**src/rtl/rgf_led_pwm_pkg.sv**
```systemverilog
// Shared register map, field positions, LED mode encoding and register layouts for the LED RGF.
// Latency and backpressure: not applicable; this package holds declarations only.
package rgf_led_pwm_pkg;

  localparam int ADDR_CTRL    = 'h00;
  localparam int ADDR_PRESC   = 'h04;
  localparam int ADDR_STATUS  = 'h08;
  localparam int ADDR_CH_BASE = 'h10;
  localparam int CH_STRIDE    = 4;

  localparam int CTRL_EN_BIT     = 0;
  localparam int CTRL_COMMIT_BIT = 1;
  localparam int CTRL_MODE_LSB   = 2;
  localparam int CTRL_MODE_MSB   = 3;
  localparam int STATUS_WRAP_BIT = 1;
  localparam int CH_DUTY_LSB     = 0;
  localparam int CH_EN_BIT       = 16;

  typedef enum logic [1:0] {
    MODE_STATIC  = 2'd0,
    MODE_PWM     = 2'd1,
    MODE_BLINK   = 2'd2,
    MODE_BREATHE = 2'd3
  } mode_e;

  typedef struct packed {
    logic [27:0] rsvd;
    mode_e       mode;
    logic        commit;
    logic        global_en;
  } ctrl_t;

  typedef struct packed {
    logic [29:0] rsvd;
    logic        wrap_sticky;
    logic        pending;
  } status_t;

  // Duty field is sized for the widest supported PWM_WIDTH.
  typedef struct packed {
    logic [14:0] rsvd;
    logic        enable;
    logic [15:0] duty;
  } ch_cfg_t;

endpackage

```
**src/rtl/led_pwm_engine.sv**
```systemverilog
// Prescaler, PWM counter, blink phase and breathe ramp shared by all channels, with per-channel compare.
// Latency: hw output is one register after counter state; no backpressure, runs every cycle while enabled.
module led_pwm_engine
  import rgf_led_pwm_pkg::*;
#(
  parameter int NUM_CH      = 4,
  parameter int PWM_WIDTH   = 8,
  parameter int PRESC_WIDTH = 16
) (
  input  logic                              clk,
  input  logic                              rst_n,
  input  logic                              global_en,
  input  mode_e                             mode,
  input  logic [PRESC_WIDTH-1:0]            presc,
  input  logic [NUM_CH-1:0][PWM_WIDTH-1:0]  duty,
  input  logic [NUM_CH-1:0]                 enable,
  output logic                              wrap_tick,
  output logic [NUM_CH-1:0]                 led_out
);

  localparam logic [PWM_WIDTH-1:0]   CNT_MAX   = '1;
  localparam logic [PWM_WIDTH-1:0]   CNT_ONE   = PWM_WIDTH'(1);
  localparam logic [PRESC_WIDTH-1:0] PRESC_ONE = PRESC_WIDTH'(1);

  logic [PRESC_WIDTH-1:0]           presc_cnt_q, presc_cnt_d;
  logic [PWM_WIDTH-1:0]             pwm_cnt_q, pwm_cnt_d;
  logic [PWM_WIDTH-1:0]             ramp_q, ramp_d;
  logic                             ramp_dn_q, ramp_dn_d;
  logic                             blink_q, blink_d;
  logic                             tick;
  logic [NUM_CH-1:0][PWM_WIDTH-1:0] eff_duty;
  logic [NUM_CH-1:0]                led_q, led_d;

  // Disabled engine parks every counter at zero so re-enable starts a fresh period.
  always_comb begin : counters
    tick        = global_en && (presc_cnt_q == '0);
    wrap_tick   = tick && (pwm_cnt_q == CNT_MAX);
    presc_cnt_d = '0;
    pwm_cnt_d   = '0;
    blink_d     = 1'b0;
    ramp_d      = '0;
    ramp_dn_d   = 1'b0;
    if (global_en) begin
      presc_cnt_d = tick ? presc : presc_cnt_q - PRESC_ONE;
      pwm_cnt_d   = tick ? pwm_cnt_q + CNT_ONE : pwm_cnt_q;
      blink_d     = blink_q ^ wrap_tick;
      ramp_d      = ramp_q;
      ramp_dn_d   = ramp_dn_q;
      if (wrap_tick) begin
        if (ramp_dn_q) begin
          if (ramp_q == '0) begin
            ramp_d    = ramp_q + CNT_ONE;
            ramp_dn_d = 1'b0;
          end else begin
            ramp_d = ramp_q - CNT_ONE;
          end
        end else begin
          if (ramp_q == CNT_MAX) begin
            ramp_d    = ramp_q - CNT_ONE;
            ramp_dn_d = 1'b1;
          end else begin
            ramp_d = ramp_q + CNT_ONE;
          end
        end
      end
    end
  end

  always_comb begin : compare
    eff_duty = duty;
    led_d    = '0;
    for (int i = 0; i < NUM_CH; i++) begin
      if (mode == MODE_BREATHE && ramp_q < duty[i]) begin
        eff_duty[i] = ramp_q;
      end
      case (mode)
        MODE_STATIC: led_d[i] = 1'b1;
        MODE_BLINK:  led_d[i] = blink_q;
        default:     led_d[i] = (eff_duty[i] == CNT_MAX) || (pwm_cnt_q < eff_duty[i]);
      endcase
      led_d[i] = led_d[i] && enable[i] && global_en;
    end
  end

  always_ff @(posedge clk) begin
    if (!rst_n) begin
      presc_cnt_q <= '0;
      pwm_cnt_q   <= '0;
      ramp_q      <= '0;
      ramp_dn_q   <= 1'b0;
      blink_q     <= 1'b0;
      led_q       <= '0;
    end else begin
      presc_cnt_q <= presc_cnt_d;
      pwm_cnt_q   <= pwm_cnt_d;
      ramp_q      <= ramp_d;
      ramp_dn_q   <= ramp_dn_d;
      blink_q     <= blink_d;
      led_q       <= led_d;
    end
  end

  assign led_out = led_q;

endmodule

```
**src/rtl/rgf_led_pwm.sv**
```systemverilog
// LED register file: software shadow config, atomic commit to the active set at a PWM period boundary.
// Latency: combinational reads, writes visible next cycle; no backpressure, every selected strobe is accepted.
module rgf_led_pwm
  import rgf_led_pwm_pkg::*;
#(
  parameter int ADDR_WIDTH  = 6,
  parameter int DATA_WIDTH  = 32,
  parameter int NUM_CH      = 4,
  parameter int PWM_WIDTH   = 8,
  parameter int PRESC_WIDTH = 16
) (
  input  logic                  clk,
  input  logic                  rst_n,
  input  logic [ADDR_WIDTH-1:0] addr,
  input  logic                  wr_en,
  input  logic                  rd_en,
  input  logic [DATA_WIDTH-1:0] wdata,
  input  logic                  addr_decoder_leg,
  output logic [DATA_WIDTH-1:0] rdata,
  output logic [NUM_CH-1:0]     hw_led_out,
  output logic                  hw_pending
);

  localparam int XW = (DATA_WIDTH > 32) ? DATA_WIDTH : 32;

  logic [XW-1:0]                    wd, rd;
  logic                             wr_sel, rd_sel;
  logic                             hit_ctrl, hit_presc, hit_status;
  logic [NUM_CH-1:0]                hit_ch;
  logic                             commit_req, load, wrap_tick;
  logic                             global_en_q, global_en_d;
  mode_e                            mode_sh_q, mode_sh_d, mode_act_q, mode_act_d;
  logic [PRESC_WIDTH-1:0]           presc_sh_q, presc_sh_d, presc_act_q, presc_act_d;
  logic [NUM_CH-1:0][PWM_WIDTH-1:0] duty_sh_q, duty_sh_d, duty_act_q, duty_act_d;
  logic [NUM_CH-1:0]                en_sh_q, en_sh_d, en_act_q, en_act_d;
  logic                             pending_q, pending_d;
  logic                             wrap_sticky_q, wrap_sticky_d;
  ctrl_t                            ctrl_rd;
  status_t                          status_rd;
  ch_cfg_t                          ch_rd;
  logic                             unused_bits;

  assign wd          = XW'(wdata);
  assign wr_sel      = wr_en && addr_decoder_leg;
  assign rd_sel      = rd_en && addr_decoder_leg;
  assign unused_bits = ^{wd, rd};

  always_comb begin : decode
    hit_ctrl   = (addr == ADDR_WIDTH'(ADDR_CTRL));
    hit_presc  = (addr == ADDR_WIDTH'(ADDR_PRESC));
    hit_status = (addr == ADDR_WIDTH'(ADDR_STATUS));
    hit_ch     = '0;
    for (int i = 0; i < NUM_CH; i++) begin
      hit_ch[i] = (addr == ADDR_WIDTH'(ADDR_CH_BASE + CH_STRIDE * i));
    end
  end

  // A load clears pending on the same edge, so a commit landing with the load is dropped.
  always_comb begin : next_state
    global_en_d = global_en_q;
    mode_sh_d   = mode_sh_q;
    presc_sh_d  = presc_sh_q;
    duty_sh_d   = duty_sh_q;
    en_sh_d     = en_sh_q;
    if (wr_sel && hit_ctrl) begin
      global_en_d = wd[CTRL_EN_BIT];
      mode_sh_d   = mode_e'(wd[CTRL_MODE_MSB:CTRL_MODE_LSB]);
    end
    if (wr_sel && hit_presc) presc_sh_d = wd[PRESC_WIDTH-1:0];
    for (int i = 0; i < NUM_CH; i++) begin
      if (wr_sel && hit_ch[i]) begin
        duty_sh_d[i] = wd[CH_DUTY_LSB +: PWM_WIDTH];
        en_sh_d[i]   = wd[CH_EN_BIT];
      end
    end
    commit_req    = wr_sel && hit_ctrl && wd[CTRL_COMMIT_BIT];
    load          = pending_q && (wrap_tick || !global_en_q);
    pending_d     = load ? 1'b0 : (pending_q || commit_req);
    wrap_sticky_d = wrap_tick ||
                    (wrap_sticky_q && !(wr_sel && hit_status && wd[STATUS_WRAP_BIT]));
    mode_act_d    = load ? mode_sh_q  : mode_act_q;
    presc_act_d   = load ? presc_sh_q : presc_act_q;
    duty_act_d    = load ? duty_sh_q  : duty_act_q;
    en_act_d      = load ? en_sh_q    : en_act_q;
  end

  always_comb begin : read_mux
    ctrl_rd               = '0;
    ctrl_rd.global_en     = global_en_q;
    ctrl_rd.mode          = mode_sh_q;
    status_rd             = '0;
    status_rd.pending     = pending_q;
    status_rd.wrap_sticky = wrap_sticky_q;
    ch_rd                 = '0;
    rd                    = '0;
    if (rd_sel) begin
      if (hit_ctrl)   rd[31:0] = ctrl_rd;
      if (hit_presc)  rd[PRESC_WIDTH-1:0] = presc_sh_q;
      if (hit_status) rd[31:0] = status_rd;
      for (int i = 0; i < NUM_CH; i++) begin
        if (hit_ch[i]) begin
          ch_rd.duty   = 16'(duty_sh_q[i]);
          ch_rd.enable = en_sh_q[i];
          rd[31:0]     = ch_rd;
        end
      end
    end
  end

  always_ff @(posedge clk) begin
    if (!rst_n) begin
      global_en_q   <= 1'b0;
      mode_sh_q     <= MODE_STATIC;
      mode_act_q    <= MODE_STATIC;
      presc_sh_q    <= '0;
      presc_act_q   <= '0;
      duty_sh_q     <= '0;
      duty_act_q    <= '0;
      en_sh_q       <= '0;
      en_act_q      <= '0;
      pending_q     <= 1'b0;
      wrap_sticky_q <= 1'b0;
    end else begin
      global_en_q   <= global_en_d;
      mode_sh_q     <= mode_sh_d;
      mode_act_q    <= mode_act_d;
      presc_sh_q    <= presc_sh_d;
      presc_act_q   <= presc_act_d;
      duty_sh_q     <= duty_sh_d;
      duty_act_q    <= duty_act_d;
      en_sh_q       <= en_sh_d;
      en_act_q      <= en_act_d;
      pending_q     <= pending_d;
      wrap_sticky_q <= wrap_sticky_d;
    end
  end

  led_pwm_engine #(
    .NUM_CH      (NUM_CH),
    .PWM_WIDTH   (PWM_WIDTH),
    .PRESC_WIDTH (PRESC_WIDTH)
  ) u_engine (
    .clk       (clk),
    .rst_n     (rst_n),
    .global_en (global_en_q),
    .mode      (mode_act_q),
    .presc     (presc_act_q),
    .duty      (duty_act_q),
    .enable    (en_act_q),
    .wrap_tick (wrap_tick),
    .led_out   (hw_led_out)
  );

  assign rdata      = rd[DATA_WIDTH-1:0];
  assign hw_pending = pending_q;

endmodule

```
**config.mk**
```make
export PLATFORM = sky130hd
export DESIGN_NAME = rgf_led_pwm
export DESIGN_NICKNAME = d
export VERILOG_FILES = /design/src/rtl/rgf_led_pwm_pkg.sv /design/src/rtl/led_pwm_engine.sv /design/src/rtl/rgf_led_pwm.sv
export SDC_FILE = /design/constraint.sdc
export NUM_CORES = 1
export LEC_CHECK = 0
export ABC_AREA = 1
export CORE_MARGIN = 10
export CORE_UTILIZATION = 40
export DETAILED_ROUTE_END_ITERATION = 16
export RECOVER_POWER = 50
export SYNTH_ARGS = -nofsm -noshare
export SYNTH_HDL_FRONTEND = slang
export SYNTH_SLANG_ARGS = --single-unit
export TNS_END_PERCENT = 5
```
**constraint.sdc**
```tcl
create_clock -name clk -period 2.5 [get_ports clk]
set_input_delay 0.5 -clock clk [delete_from_list [all_inputs] [get_ports clk]]
set_output_delay 0.5 -clock clk [all_outputs]
set_load 0.03 [all_outputs]
```
==> metrics.md, run 1 <==
| Metric | Value |
|---|---|
| Outcome | finished clean |
| Synth async-reset ratio | 0 |
| CTS H-Tree Depth | 4 |
| Power Internal | between 0.003 and 0.004 W |
| PwrDens | 469 mW/mm2 |
| First-pass GRT wire length | 39,700 um |
| Total Wirelength | 25,300 um |
| Kind of end point of the critical path | output port |
| DIE HEIGHT | about 170 um |
| Worst Path Required | approximately 2.0 ns |
| Synth Warn # | 0 |
| Worst hold path type | flip-flop to flip-flop |
| Max-slew violations | 0 |
| Cell area after synthesis | approximately 0.0084 mm2 |
| Via density | 4.99 |
| Clk sinks | roughly 150 |
| Leak pwr | 4.81 nW |
| Post-Syn Instances | 1,207 |
| Power, Total | 0.00519 W |
| Gate power share | 0.045 |
| Num CTS Buffers | 17 |
| Post-Layout Cell Count | ~1,600 |
| I/O Pins | 80 |
| Placement Rows | 53 |
| Post-synth top area cell | dfxtp_1 |
| Post-Syn Area per Cell | 6.99 um2 |
| Worst-Margin Slew | between 0.6 and 0.7 ns |
| Setup tns final | 0 ns |
| Rel. slew slack | 0.580 |
| Fraction of layout cells with a size suffix above 1 | 0.232 |
| Synth top area share | 0.354 |
| Dpl hpwl | approximately 19,000 um |
| Clock latency on the worst-skew pair | 0.43 ns |
| Worst VDD drop | just under 0.4 mV |
| Vias in the first global route | 7,510 |
| Maxcap violations | 0 |
| Antenna Diode Count | 0 |
| Chip width | 165 um |
| Most used DFF post-synth | dfxtp_1 |
| CTS tree | built |
| CTS max path bufs | 2 |
| Final hold vios | 0 |
| Post-CTS Hold Buffers | 0 |
| Worst Clk Skew | 0.0165 ns |
| Critical Path Fanout Max | 5 |
| Seq/Total Area, Yosys | 0.354 |
| EDFF count, synth | 0 |
| Highest clock rate | roughly 0.40 GHz |
| Core footprint | 0.0209 mm2 |
| Drt drc | 0 |
| GRT Resource Usage Total | 0.183 |
| Minimum clock period | around 2.5 ns |
| Post-Route Utilization | 0.530 |
| Vias | 8,204 |
| Area delta synth->final | 31.4% |
| CP arrival | 1.99 ns |
| Clk pwr share | 0.496 |
| Clock slew at reported path FFs | 0.07 ns |
| Kind of critical path | primary input to output port |
| Placed inst area | 0.00978 mm2 |
| Placed Cells | 1,594 |
| Startpoint Class | primary input |
| Top cells by area, synth | dfxtp_1, o21ai_0, nor2_1 |
| DIE AREA | 0.0273 mm2 |
| Fin area | 0.0111 mm2 |
| Register share of total power | 0.458 |
| Psw | 0.00138 W |
| Sw frac | 0.266 |
| Distinct cells, synth | 47 |
| ANT nets after route | 0 |
| DR pass1 iterations | 5 |
| DRT iter0 DRCs | 578 |
| Setup Viol. Count Final | 0 |
| Largest net degree at the start of global routing | 30 |
| DR WL/cell | 15.4 um |
| Post-route clock period utilization | 0.994 |
| Layout net count | 1,459 |
| I/O Buffers | 49 |
| Unrepaired setup endpoints after global routing | true |
| Initial Util | 0.404 |
| Remaining Overflow, GRT | 0 |
| GPL Wtd Cong | between 0.9 and 1 |
| CTS root buf | clkbuf_16 |
| Seq cells post-synth | 149 |
| Initial antenna violation count | 0 |
==> sequential cells by signal, summed over array words and instances, names as in the netlist <==
| signal | count |
|---|---|
| duty_act_q | 32 |
| duty_sh_q | 32 |
| en_act_q | 4 |
| en_sh_q | 4 |
| global_en_q | 1 |
| hw_pending | 1 |
| mode_act_q | 2 |
| mode_sh_q | 2 |
| presc_act_q | 16 |
| presc_sh_q | 16 |
| u_engine.blink_q | 1 |
| u_engine.led_out | 4 |
| u_engine.presc_cnt_q | 16 |
| u_engine.pwm_cnt_q | 8 |
| u_engine.ramp_dn_q | 1 |
| u_engine.ramp_q | 8 |
| wrap_sticky_q | 1 |
==> layout make-up <==
type	count	area, um2
Multi-Input combinational cell	874	5160
Sequential cell	149	3010
Inverter	144	552
Fill cell	2024	9810
Timing Repair Buffer	169	1420
Clock buffer	17	425
Clock inverter	15	168
Tap cell	275	344
==> power by group through the flow <==
stage / combinational (W) / sequential, W / clock, W
finish: 0.000236 / 0.00238 / 0.00258
floorplan: 0.000136 / 0.00244 / 0
CTS: 0.000231 / 0.00238 / 0.00261
global route: 0.000259 / 0.00238 / 0.00271
detailed placement: 0.000226 / 0.00244 / 0
global placement: 0.000225 / 0.00244 / 0
==> per-layer routing <==
metal | global-route usage | vias to the layer above | wire (um) | share of wire
li1 | - | 4246 | - | -
met1 | 0.248 | 3709 | 11900 | 0.47
met2 | 0.288 | 202 | 11500 | 0.45
met3 | 0.0327 | 47 | 1230 | 0.048
met4 | 0.0584 | 0 | 688 | 0.027
met5 | 0 | - | 0 | 0
==> timing repair <==
item	CTS	global route
buffers inserted	8	7
endpoints found under the setup margin	21	33
pin swaps	29	32
gates resized for setup	82	114
cloned	2	0
hold endpoints to repair	0	0
==> critical path: stages <==
cell           delay [ns]
dlygate4sd2_1        0.25
buf_4                0.15
nor4_4               0.30
buf_6                0.16
a22o_1               0.16
o22ai_1              0.09
a21oi_1              0.19
buf_4                0.19
==> stage by stage <==
| stage | worst slack (ns) | hold WS [ns] |
|---|---|---|
| after floorplan | 0.0577 | 0.406 |
| after global placement | -0.279 | 0.422 |
| after detailed placement | -0.287 | 0.433 |
| after CTS | -0.00637 | 0.443 |
| after global routing | -0.132 | 0.477 |
| final | 0.0148 | 0.438 |
==> path summary, 6_finish.rpt <==
path	depth (start not counted)	slack [ns]	to	startpoint
max	8	0.01	rdata[4]	addr[2]
min	1	0.44	u_engine.presc_cnt_q[0]	u_engine.presc_cnt_q[0]
max reg2reg	18	0.02	u_engine.led_out[0]	u_engine.ramp_q[6]
min reg2reg	1	0.44	u_engine.presc_cnt_q[0]	u_engine.presc_cnt_q[0]
==> cells in the final DEF, fill, tap and decap left out, drive strengths merged, types with 10 or more instances in the layout <==
cell type	n
clkdlybuf4s50	20
clkbuf	27
dfxtp	149
nor2	217
nor3	13
a21oi	90
nand3	34
a211oi	12
xor2	10
buf	132
conb	15
ha	61
nand2	199
o21ai	173
inv	147
==> logic make-up (layout without fill, tap and decap cells) <==
group                    after synthesis  after routing  share of synthesized area
AO/OA/AOI/OAI                        302            302                      0.191
AND/OR/NAND/NOR                      482            483                      0.246
flip-flops                           149            149                      0.354
XOR/XNOR                              13             13                     0.0135
buffers and inverters                199            345                      0.104
adder cells (fa/ha/maj)               61             61                     0.0905
other                                  1             15                   0.000445
==> synth_stat cells (12+ instances only) <==
cell,number
nor2_1,209
a21oi_1,90
nor3_1,12
inv_1,127
buf_4,17
clkbuf_1,25
o21ai_0,168
ha_1,61
a211oi_1,12
dfxtp_1,149
nand3_1,32
nand2_1,189
(Power assumes the default switching activity.)
==> run 2: changes to the inputs <==
--- a/config.mk
+++ b/config.mk
@@ -9,7 +9,9 @@
 export CORE_MARGIN = 10
 export CORE_UTILIZATION = 40
 export DETAILED_ROUTE_END_ITERATION = 16
+export PLACE_DENSITY_LB_ADDON = 0.12
 export RECOVER_POWER = 50
+export SKIP_LAST_GASP = 1
 export SYNTH_ARGS = -nofsm -noshare
 export SYNTH_HDL_FRONTEND = slang
 export SYNTH_SLANG_ARGS = --single-unit
==> run 2 against run 1 <==
  * The run now ends with negative setup slack left
  * Core utilization shrank 0.13 points
  * Critical path depth grew 10
  * Largest cell class unchanged
  * Power grew 0.33%
  * Sequential power is essentially flat
==> metrics.md, run 2 (same netlist as run 1, synthesis figures left out) <==
| Metric | Value |
|---|---|
| Drt drc | 0 |
| First-pass GRT wire length | 40,300 um |
| Final WS setup | -0.0381 ns |
| Most common cell after layout, fill and taps aside | nor2_1 |
| Antenna Diode Count | 0 |
| Placed Cells | 1,600 |
| Post-Layout Cell Count | around 1,600 |
| Critical Path Fanout Max | 5 |
| Multi-input gate area | 0.00513 mm2 |
| Worst VDD drop | 0.583 mV |
| Highest clock rate | 0.394 GHz |
| Kind of critical path | flip-flop to flip-flop |
| Initial Util | 0.404 |
| ANT nets after route | 0 |
| Maxcap violations | 0 |
| DIE HEIGHT | 165 um |
| Largest net degree at the start of global routing | just over 100 |
| R2r worst-path depth | 18 |
| CTS max path bufs | 2 |
| DIE AREA | 0.0273 mm2 |
| Gate power share | 0.045 |
| PwrDens | 471 mW/mm2 |
| Remaining Overflow, GRT | 0 |
| Startpoint Class | flip-flop |
| Layout net count | 1,466 |
| Register Area | 0.00300 mm2 |
| Rel. slew slack | 0.603 |
| Initial antenna violation count | 0 |
| Setup tns final | -0.0420 ns |
| Clock latency on the worst-skew pair | 0.42 ns |
| I/O Buffers | 49 |
| CP arrival | 2.85 ns |
| CTS H-Tree Depth | 4 |
| Setup Viol. Count Final | 2 |
| Total Wirelength | approximately 26,000 um |
| Failing checks | negative setup slack |
| Most frequent cells in the layout | nor2_1, nand2_1, o21ai_0 |
| Core footprint | 0.0209 mm2 |
| Power, Total | about 0.0052 W |
| Power Internal | between 0.003 and 0.004 W |
| DR pass1 iterations | 5 |
| Vias | a little over 8,000 |
| Worst-Margin Slew | 0.596 ns |
| Worst hold path type | primary input to flip-flop |
| CTS tree | built |
| Worst Path Required | 2.81 ns |
| Num CTS Buffers | 17 |
| DRT iter0 DRCs | 688 |
| Via density | 4.95 |
| Fraction of layout cells with a size suffix above 1 | 0.228 |
| # fillers | 2,064 |
| Vias in the first global route | roughly 7,400 |
| Regs by FF count | duty_act_q (32), duty_sh_q (32) |
| GPL Wtd Cong | just over 0.9 |
| Sw frac | 0.255 |
| Max-slew violations | 0 |
| Register share of total power | 0.457 |
| Clock slew at reported path FFs | 0.07 ns |
| Area delta synth->final | 31.0% |
| CTS root buf | clkbuf_16 |
| Post-CTS Hold Buffers | 0 |
| Post-route clock period utilization | 1.02 |
| Kind of end point of the critical path | flip-flop |
| Worst Clk Skew | 0.00958 ns |
| Leak pwr | slightly below 5 nW |
| Minimum clock period | ~2.5 ns |
| Placement Rows | 53 |
| I/O Pins | 80 |
| Final hold vios | 0 |
| GRT Resource Usage Total | 0.187 |
| DR WL/cell | 15.6 um |
| Psw | 0.00133 W |
| Unrepaired setup endpoints after global routing | true |
| Dpl hpwl | 19,100 um |
| Chip width | 165 um |
| Outcome | finished, violations left |
| Clk pwr share | 0.498 |
| Hold Path Depth | 3 |
| Clk sinks | 149 |
run 2: final timing paths:
| kind | start | end | slack [ns] |
|---|---|---|---|
| setup / recovery | u_engine.ramp_q[7] | u_engine.led_out[3] | -0.04 |
| hold / removal | rst_n | mode_act_q[0] | 0.42 |
| setup reg to reg | u_engine.ramp_q[7] | u_engine.led_out[3] | -0.04 |
| hold reg to reg | u_engine.presc_cnt_q[0] | u_engine.presc_cnt_q[0] | 0.42 |
run 2: worst max-delay path, stage by stage (launching register included):
cell,delay [ns]
dfxtp_4,0.39
buf_6,0.14
ha_4,0.27
nand2_2,0.05
buf_4,0.13
nor2_2,0.10
nand2_2,0.12
nand2_4,0.13
buf_4,0.13
nand2_1,0.05
o21ai_2,0.07
inv_2,0.07
ha_4,0.28
nand2_2,0.05
buf_4,0.13
nor2_1,0.10
nand2_1,0.08
nand2_2,0.08
a21oi_2,0.06
run 2: metrics by stage:
stage           util  hold WS, ns  worst slack (ns)  cell area (um2)
2_1_floorplan      -        0.406            0.0577             8490
3_3_place_gp   0.470        0.417            -0.255             9810
3_5_place_dp   0.470        0.422            -0.256             9810
4_1_cts        0.509        0.410           -0.0266            10600
5_1_grt        0.529        0.436            -0.165            11100
6_report       0.529        0.420           -0.0381            11100
run 2: metal layers:
layer  global-route usage  vias up  part of all wire
li1                     -     4259                 -
met1                0.265     3727              0.51
met2                0.287      157              0.44
met3               0.0293       22             0.039
met4               0.0483        0             0.012
met5                    0        -                 0
run 2: power by group through the flow:
stage          Sequential, W  Combinational (W)  Clock [W]
6_report             0.00238           0.000236    0.00259
5_1_grt              0.00238           0.000258    0.00275
4_1_cts              0.00238           0.000230    0.00263
3_5_place_dp         0.00244           0.000225          0
3_3_place_gp         0.00244           0.000224          0
2_1_floorplan        0.00244           0.000136          0
run 2: what timing repair did:
| action | 4_1_cts | 5_1_grt |
|---|---|---|
| endpoints found under the setup margin | 21 | 42 |
| gates resized for setup | 72 | 101 |
| gates cloned | 3 | 0 |
| buffers inserted | 9 | 6 |
| pin swaps | 36 | 38 |
run 2: layout make-up:
| type | count | area share |
|---|---|---|
| multi-input combinational | 875 | 0.465 |
| tap | 275 | 0.0311 |
| clock inverter | 14 | 0.0143 |
| inverter | 144 | 0.0499 |
| sequential | 149 | 0.272 |
| timing repair buffer | 175 | 0.130 |
| clock buffer | 17 | 0.0385 |
==> run 3: changes to the inputs <==
--- a/config.mk
+++ b/config.mk
@@ -14,5 +14,6 @@
 export SKIP_LAST_GASP = 1
 export SYNTH_ARGS = -nofsm -noshare
 export SYNTH_HDL_FRONTEND = slang
+export SYNTH_HIERARCHICAL = 1
 export SYNTH_SLANG_ARGS = --single-unit
 export TNS_END_PERCENT = 5
==> run 3 against run 2 <==
  * The run still ends with negative setup slack left
  * Sequential share of layout area down 1.2 points
  * Critical path depth down 11
  * Clock skew up 0.0041 ns
  * Critical endpoint is now rdata[7]
  * Largest power group unchanged
==> metrics.md, run 3 <==
| Metric | Value |
|---|---|
| Outcome | finished, violations left |
| Failing checks | negative setup slack |
| GPL Wtd Cong | about 0.87 |
| Setup Viol. Count Final | 66 |
| Regs by FF count | duty_act_q (32), duty_sh_q (32) |
| Worst hold slack | between 0.4 and 0.5 ns |
| EDFF count, synth | 0 |
| Detailed route wirelength on metal3 | 1070 um |
| Crit-path cells | clkdlybuf4s50_1 -> clkbuf_1 -> nand4_4 -> clkbuf_1 -> o21ai_0 -> a21oi_1 -> buf_4 |
| DR pass1 iterations | 5 |
| Clock latency on the worst-skew pair | approximately 0.43 ns |
| Setup tns final | -8.21 ns |
| Most common cell in the netlist | nor2_1 |
| Vias | between 8,000 and 9,000 |
| CP arrival | 2.26 ns |
| Max incr delay on CP | 0.50 ns |
| Register Area | 0.00300 mm2 |
| Pre-CTS setup slack | -0.277 ns |
| Fraction of layout cells with a size suffix above 1 | 0.228 |
| Distinct cells, synth | 44 |
| Worst-Margin Slew | about 0.62 ns |
| Most used DFF post-synth | dfxtp_1 |
| Vias in the first global route | 7,832 |
| # fillers | 2,082 |
| Maxcap violations | 0 |
| Seq cells post-synth | 149 |
| Post-synth top area cell | dfxtp_1 |
| Kind of critical path | primary input to output port |
| Cell area after synthesis | 0.00863 mm2 |
| Synth top cells by count | nor2_1, nand2_1, o21ai_0, dfxtp_1, inv_1 |
| I/O Buffers | slightly below 50 |
| Remaining Overflow, GRT | 0 |
| Multi-input gate area | 0.00513 mm2 |
| Worst Clk Skew | 0.0137 ns |
| Synth top area share | 0.346 |
| Leak pwr | 5.31 nW |
| Seq/Total Area, Yosys | 0.346 |
| Area delta synth->final | 34.1% |
| Combinational family with the most area after synthesis | simple AND/OR/NAND/NOR gates |
| Placement Rows | 53 |
| DR WL/cell | 15.3 um |
| Post-CTS Hold Buffers | 0 |
| Highest clock rate | 0.362 GHz |
| Post-Syn Instances | 1,259 |
| Minimum clock period | ~2.8 ns |
| Core footprint | 0.0211 mm2 |
| Critical Path Fanout Max | 13 |
| Synth Area in Adders | 0.0885 |
| Startpoint Class | primary input |
| Num CTS Buffers | 17 |
| Worst Path Required | 2.00 ns |
| Simple-gate portion of the synthesized area | 0.273 |
| Via density | 4.89 |
| Dpl hpwl | 19,700 um |
| Top cells by area, synth | dfxtp_1, nor2_1, o21ai_0 |
| Final hold vios | 0 |
| Most frequent cells in the layout | nor2_1, nand2_1, buf_4 |
| Largest net degree at the start of global routing | 62 |
| Placed inst area | a little over 0.01 mm2 |
| M1 WL | 13,200 um |
| Synth Area in Compound Gates | 0.169 |
| Initial Util | 0.409 |
| Kind of end point of the critical path | output port |
| PwrDens | 457 mW/mm2 |
| I/O Pins | 80 |
| CTS H-Tree Depth | 4 |
| Unrepaired setup endpoints after global routing | true |
| Initial antenna violation count | 0 |
| CTS max path bufs | 2 |
| Slowest-stage cell, CP | clkdlybuf4s50_1 |
| Most frequent CP cell | clkbuf_1 |
| CTS root buf | clkbuf_16 |
| GRT Resource Usage Total | 0.184 |
| Synth async-reset ratio | 0 |
| DRT iter0 DRCs | 444 |
| Most common cell after layout, fill and taps aside | nor2_1 |
| Post-Syn Area per Cell | 6.85 um2 |
| Worst VDD drop | 0.536 mV |
| Synth Warn # | 6 |
| Total Wirelength | 26,800 um |
| DIE AREA | 0.0278 mm2 |
| Rel. slew slack | 0.586 |
| Metal2 WL | ~12,000 um |
| Mux contribution to synthesized area | 0 |
| Fin area | around 0.012 mm2 |
| ANT nets after route | 0 |
| Post-synthesis xor/xnor area fraction | 0.0142 |
| Clock slew at reported path FFs | approximately 0.070 ns |
| Post-route clock period utilization | 1.11 |
| Worst hold path type | flip-flop to flip-flop |
| Final WS setup | -0.265 ns |
| First-pass GRT wire length | around 42,000 um |
| CTS tree | built |
| Chip width | 167 um |
| Antenna Diode Count | 0 |
| Layout net count | 1,563 |
| DIE HEIGHT | 167 um |
| Top sig layer | met4 |
| Max-slew violations | 0 |
| Drt drc | 0 |
| Clk sinks | 149 |
[run 3: cell count changes in the layout (fill, tap and decap cells not counted), moves of 6 or more]
cell / delta
a21oi_1: -13
buf_4: +49
clkdlybuf4s50_1: +8
inv_1: +25
nand2_1: +21
nor2_1: +33
nor2_4: +6
o21ai_0: +20
o21ai_1: -7
o21ai_2: -7
[run 3: area by class of cell]
class                           count  area share
Sequential cell                   149       0.260
Clock inverter                     15      0.0154
Inverter                          162      0.0540
Multi-Input combinational cell    907       0.444
Clock buffer                       17      0.0368
Tap cell                          275      0.0297
Timing Repair Buffer              222       0.161
[run 3: worst max-delay path, delay by kind of cell]
family                 cells  cell delay, ns
buffers and inverters      4            1.29
AOI/OAI and AO/OA          2            0.33
and+or+nand+nor            1            0.14
[run 3: cell families after synthesis]
| logic type | count (synthesis) |
|---|---|
| and+or+nand+nor | 538 |
| AOI/OAI and AO/OA | 279 |
| buffers and inverters | 217 |
| DFF | 149 |
| adders and majority gates | 61 |
| xor gates and xnor gates | 14 |
| other | 1 |
[run 3: through the flow]
step | total power [W] | instances | utilization
4_1_cts | 0.00534 | 1734 | 0.528
5_1_grt | 0.00545 | 1747 | 0.549
2_1_floorplan | 0.00257 | 1273 | -
3_3_place_gp | 0.00266 | 1682 | 0.487
6_report | 0.00529 | 1747 | 0.549
3_5_place_dp | 0.00266 | 1682 | 0.487
[run 3: final timing paths]
path	start	to	slack [ns]	cells after the start
min reg2reg	u_engine/presc_cnt_q[0]	u_engine/presc_cnt_q[0]	0.42	1
min	u_engine/presc_cnt_q[0]	u_engine/presc_cnt_q[0]	0.42	1
max reg2reg	u_engine/presc_cnt_q[0]	presc_act_q[8]	-0.21	18
max	addr[3]	rdata[7]	-0.26	7
[run 3: report_power, final]
group          leakage (nW)  switching [W]  internal (W)
clock                 0.300        0.00116       0.00152
sequential             1.21     0.00000455       0.00237
combinational          3.80       0.000144     0.0000865
[run 3: timing repair]
action	4_1_cts	5_1_grt
setup endpoints to repair	66	94
buffers inserted	18	18
resized for setup	18	109
gates cloned	2	0
pin swaps	0	29
[run 3: per-layer routing]
metal,GRT usage,up-vias
met5,0,-
met4,0.0523,0
met3,0.0384,25
met2,0.288,175
met1,0.250,3893
li1,-,4448
